[config.mk]
export PLATFORM = sky130hd
export DESIGN_NAME = uart_rx_word_buffer
export DESIGN_NICKNAME = d
export VERILOG_FILES = /design/src/rtl/uart_rx_word_buffer.sv
export SDC_FILE = /design/constraint.sdc
export NUM_CORES = 1
export LEC_CHECK = 0
export BUFFER_PORTS_ARGS = -buffer_cell sky130_fd_sc_hd__buf_2
export CORE_UTILIZATION = 35
export DETAILED_ROUTE_END_ITERATION = 16
export PLACE_DENSITY = 0.55
export SLEW_MARGIN = 20
export SYNTH_ARGS = -nofsm -noshare
export SYNTH_HDL_FRONTEND = slang
export SYNTH_SLANG_ARGS = --single-unit
[constraint.sdc]
create_clock -name clk -period 9.3 [get_ports clk]
set_clock_uncertainty 0.1 [all_clocks]
set_input_delay 0 -clock clk [delete_from_list [all_inputs] [get_ports clk]]
set_output_delay 0 -clock clk [all_outputs]
set_load 0.02 [all_outputs]
[src/rtl/uart_rx_word_buffer.sv]
// Purpose : packs UART receiver bytes little-endian into 32-bit words and queues
//           them in a DEPTH-entry FIFO drained by the CPU through a show-ahead port.
// Latency : byte -> partial_count next cycle; 4th byte -> rd_valid/level next cycle.
// Backpressure: none toward the UART; a completed word that finds the FIFO full
//           (and no same-cycle pop) is dropped and the sticky overrun flag is set.
//
// Ports:
//   clk, reset        clock, asynchronous active-high reset
//   byte_valid/data   one-cycle byte strobe and byte from the UART receiver
//   flush             discard partial word and all queued words (overrun kept)
//   rd_en             pop request, ignored while rd_valid=0
//   clear_overrun     clear sticky overrun (a same-cycle drop wins)
//   rd_data/rd_valid  head-of-FIFO word and FIFO-not-empty
//   level             words stored, 0..DEPTH
//   partial_count     bytes held in the assembler, 0..3
//   overrun           sticky lost-word flag
module uart_rx_word_buffer #(
  parameter int DEPTH = 8
) (
  input  logic                       clk,
  input  logic                       reset,
  input  logic                       byte_valid,
  input  logic [7:0]                 byte_data,
  input  logic                       flush,
  input  logic                       rd_en,
  input  logic                       clear_overrun,
  output logic [31:0]                rd_data,
  output logic                       rd_valid,
  output logic [$clog2(DEPTH):0]     level,
  output logic [1:0]                 partial_count,
  output logic                       overrun
);

  localparam int AW = $clog2(DEPTH);
  localparam int LW = AW + 1;
  localparam logic [LW-1:0] FULL_LEVEL = LW'(DEPTH);

  // Assembler state: byte index and the three lower bytes of the word in progress.
  logic [1:0]    byte_idx;
  logic [23:0]   hold;

  // FIFO storage; level is the single source of full/empty.
  logic [31:0]   mem [DEPTH];
  logic [AW-1:0] wr_ptr;
  logic [AW-1:0] rd_ptr;
  logic [LW-1:0] level_q;
  logic          overrun_q;

  logic          fifo_empty;
  logic          fifo_full;
  logic          word_done;
  logic          pop;
  logic          push;
  logic          drop;
  logic [31:0]   new_word;

  assign fifo_empty = (level_q == '0);
  assign fifo_full  = (level_q == FULL_LEVEL);

  // flush masks every byte and pop in its cycle, so gate the strobes here once.
  assign word_done = byte_valid && (byte_idx == 2'd3) && !flush;
  assign pop       = rd_en && !fifo_empty && !flush;

  // A same-cycle pop frees the slot a full FIFO needs, so the word still lands.
  assign push      = word_done && (!fifo_full || pop);
  assign drop      = word_done && fifo_full && !pop;

  assign new_word  = {byte_data, hold};

  always_ff @(posedge clk or posedge reset) begin
    if (reset) begin
      byte_idx  <= 2'd0;
      hold      <= 24'd0;
      wr_ptr    <= '0;
      rd_ptr    <= '0;
      level_q   <= '0;
      overrun_q <= 1'b0;
      for (int i = 0; i < DEPTH; i++) begin
        mem[i] <= 32'd0;
      end
    end else begin
      // Sticky flag: a drop in the same cycle as a clear keeps it set.
      // flush never produces a drop, so it leaves overrun untouched.
      overrun_q <= drop | (overrun_q & ~clear_overrun);

      if (flush) begin
        byte_idx <= 2'd0;
        wr_ptr   <= '0;
        rd_ptr   <= '0;
        level_q  <= '0;
      end else begin
        if (byte_valid) begin
          // Lanes 0..2 go to the holding register; lane 3 is consumed directly
          // into the pushed word. hold is deliberately not cleared after a word.
          case (byte_idx)
            2'd0:    hold[7:0]   <= byte_data;
            2'd1:    hold[15:8]  <= byte_data;
            2'd2:    hold[23:16] <= byte_data;
            default: ;
          endcase
          // Wraps 3 -> 0 whether the word was pushed or dropped.
          byte_idx <= byte_idx + 2'd1;
        end

        if (push) begin
          mem[wr_ptr] <= new_word;
          wr_ptr      <= wr_ptr + AW'(1);
        end

        if (pop) begin
          rd_ptr <= rd_ptr + AW'(1);
        end

        if (push && !pop) begin
          level_q <= level_q + LW'(1);
        end else if (pop && !push) begin
          level_q <= level_q - LW'(1);
        end
      end
    end
  end

  // Show-ahead read: head word straight from the array, no output register.
  assign rd_data       = mem[rd_ptr];
  assign rd_valid      = !fifo_empty;
  assign level         = level_q;
  assign partial_count = byte_idx;
  assign overrun       = overrun_q;

endmodule
==> results.py <==
metrics = {
    "status": {
        "status": "finished clean",
    },
    "clock_network": {
        "clk_latency_ps": 500,
        "cts_root_buf": "clkbuf_16",
        "cts_setup_buffers": 0,
        "cts.sinks": 293,
        "postCtsHoldBufs": 16,
        "htree_num_levels": 2,
        "cts_buffers": 34,
        "clk_pin_slew_ps": 60,
        "cts_buffer_depth": 3,
        "cts_tree": "yes",
        "cts_resized": 0,
    },
    "finish": {
        "area_growth_pct": 14.7,
        "diodes": 0,
        "final_net_count": 892,
        "final_layout_size_suffix_gt1_share_pct": 53.4,
        "utilization_pct": 41.0,
    },
    "sta": {
        "timing.fmax_mhz": 302,
        "fin_tns_setup_ps": 0,
        "worstMarginPinSlew_ps": 984,
        "fin_crit_sh_pct": 35.6,
        "setup_ws_ps": 5990,
        "layout_min_cycle_time_ps": 3310,
        "slew_viol_final": 0,
        "holdWs_ps": 83.8,
        "rsz0062_at_grt": "no",
        "finalHoldViolations": 0,
        "finalSetupViolCount": 0,
        "slew_headroom_pct": 34.4,
    },
    "floorplan": {
        "die_h_um": 196,
        "die_w_um": 196,
        "initial_utilization_pct": 35.8,
        "pin_count": 54,
        "num_rows": 70,
        "coreArea_um2": 36900,
        "dieArea_um2": 38500,
    },
    "power_and_ir_drop": {
        "powerDensity_nw_per_um2": 211,
        "peakVddDrop_mv": 0.128,
        "p_leak_nw": 7.29,
    },
    "detailed_routing": {
        "drc": 0,
        "vias": 7031,
        "viasPerCell": 5.06,
        "wl_per_cell_um": 20.6,
        "dr.pass1.iters": 4,
        "wirelength_um": 28700,
        "drtAntennaViolNets": 0,
        "first_iter_violations": 266,
    },
    "critical_path": {
        "start_kind": "flip-flop",
        "ff2ff_setup_slack_ps": 5990,
        "end_kind": "flip-flop",
        "worstSetupPathType": "reg2reg",
        "cp_data_required_time_ps": 9580,
        "worstRegToRegCells": 6,
        "reg2reg_from": "partial_count[0]$_DFFE_PP0P_",
        "cp_max_fo": 21,
        "regToRegEndpoint": "mem[152]$_DFFE_PP0P_",
        "cp.arrival_ps": 3590,
    },
    "grt": {
        "grt_pass1_wl_um": 46100,
        "grt.total_usage_pct": 15.6,
        "met3_usage_pct": 2.39,
        "grt_antenna_before_repair": 0,
        "grt_pass1_vias": 7531,
        "met2_usage_pct": 25.5,
        "busiest_layer": "met2",
        "gr-usage-met1_pct": 22.2,
        "gr-total-overflow": 0,
        "grt_max_degree": 112,
    },
    "yosys": {
        "async_reset_ff_share_pct": 100,
        "synth_fp_nets": 834,
        "synthFlopType": "dfrtp_1",
        "ys_ff_latch": 293,
        "synth_cells": 811,
        "ys_seq_area_share_pct": 55.6,
        "synth_area_um2": 13200,
        "yosysUniqueCellTypes": 39,
        "synth_edf_count": 0,
        "synth.avg_cell_area_um2": 16.3,
        "yosys_warnings": 0,
    },
    "hold_path": {
        "hp-class": "in2async",
    },
    "placement": {
        "place_ws_ps": 6000,
        "hpwlAfterDp_um": 16200,
        "gp_congestion": 0.721,
        "io_buffers": 53,
    },
    "flow_run": {
        "cap_viol_max_count": 0,
    },
}
[logic make-up after synthesis]
group                    synth area share (%)
AO/OA/AOI/OAI                           0.806
AND/OR/NAND/NOR                          1.78
XOR/XNOR                                0.398
adder cells (fa/ha/maj)                 0.911
multiplexers                             38.0
buffers and inverters                    2.54
flip-flops                               55.6
[flip-flops by register name (all words and copies together), names as in the netlist]
name	flops
wr_ptr	3
rd_ptr	3
mem	256
level	4
partial_count	2
overrun	1
hold	24
[worst max-delay path: stages (launching register included)]
cell	delay, ps
dfrtp_1	420
ha_1	240
nand3b_4	110
a31oi_2	600
nand4b_1	840
buf_4	550
mux2_2	310
[metal layers]
metal	up-vias	routed length, um
li1	3111	-
met2	93	14000
met1	3791	13300
met5	-	0
met3	36	967
met4	0	422
[metrics by stage]
stage	power (mW)	cell area (um^2)	instances
finish	3.19	15100	1390
global placement	1.95	13900	1321
floorplan	1.79	13200	811
CTS	3.25	15100	1390
global route	3.34	15100	1390
detailed placement	1.95	13900	1321
[Yosys cell counts, types with 4 or more instances]
cell type | count | area [um^2]
xnor2_1 | 4 | 35.0
dfrtp_1 | 293 | 7330
nand2_1 | 14 | 52.6
inv_1 | 8 | 30.0
buf_2 | 25 | 125
mux2i_1 | 4 | 40.0
buf_4 | 6 | 45.0
ha_1 | 8 | 100
mux4_2 | 64 | 1440
clkbuf_1 | 21 | 78.8
mux2_1 | 26 | 293
mux2_2 | 287 | 3230
o21ai_0 | 5 | 25.0
buf_6 | 4 | 45.0
nor2_1 | 9 | 33.8
[area by class of cell]
class / count / area [um^2]
inverters: 8 / 37.5
clock inverters: 3 / 40.0
clock buffers: 50 / 1010
fillers: 3435 / 21700
flip-flops and latches: 293 / 7340
repair buffers: 81 / 515
multi-input cells: 451 / 5550
well taps: 504 / 631
[power breakdown]
group,internal [mW],switching [mW],leakage [nW]
Sequential,1.35,0.138,4.03
Clock,0.776,0.496,0.517
Combinational,0.213,0.220,2.75
[cells in the final DEF (no fill, tap or decap), drive strengths merged, types with 2 or more instances in the layout]
master	netlist	final
clkinv	0	2
nand3	2	2
nor3	2	2
clkbuf	21	50
a21oi	3	3
mux4	64	64
mux2i	4	4
xnor2	4	4
a22oi	2	2
dfrtp	293	293
buf	38	65
nor2	9	9
mux2	313	313
ha	8	8
xor2	2	2
o21ai	6	6
nand4b	2	2
nand2	15	15
inv	8	8
dlygate4sd3	0	16
nand2b	2	2
[worst max path at each step]
stage / to / startpoint / depth (start not counted)
floorplan: hold[0]$_DFFE_PP0P_ / reset / 1
global placement: mem[177]$_DFFE_PP0P_ / partial_count[0]$_DFFE_PP0P_ / 5
detailed placement: mem[182]$_DFFE_PP0P_ / partial_count[0]$_DFFE_PP0P_ / 5
CTS: rd_data[18] / rd_ptr[0]$_DFFE_PP0P_ / 4
global route: mem[144]$_DFFE_PP0P_ / partial_count[0]$_DFFE_PP0P_ / 6
finish: mem[152]$_DFFE_PP0P_ / partial_count[0]$_DFFE_PP0P_ / 6
Power figures use the tool's default switching activity.
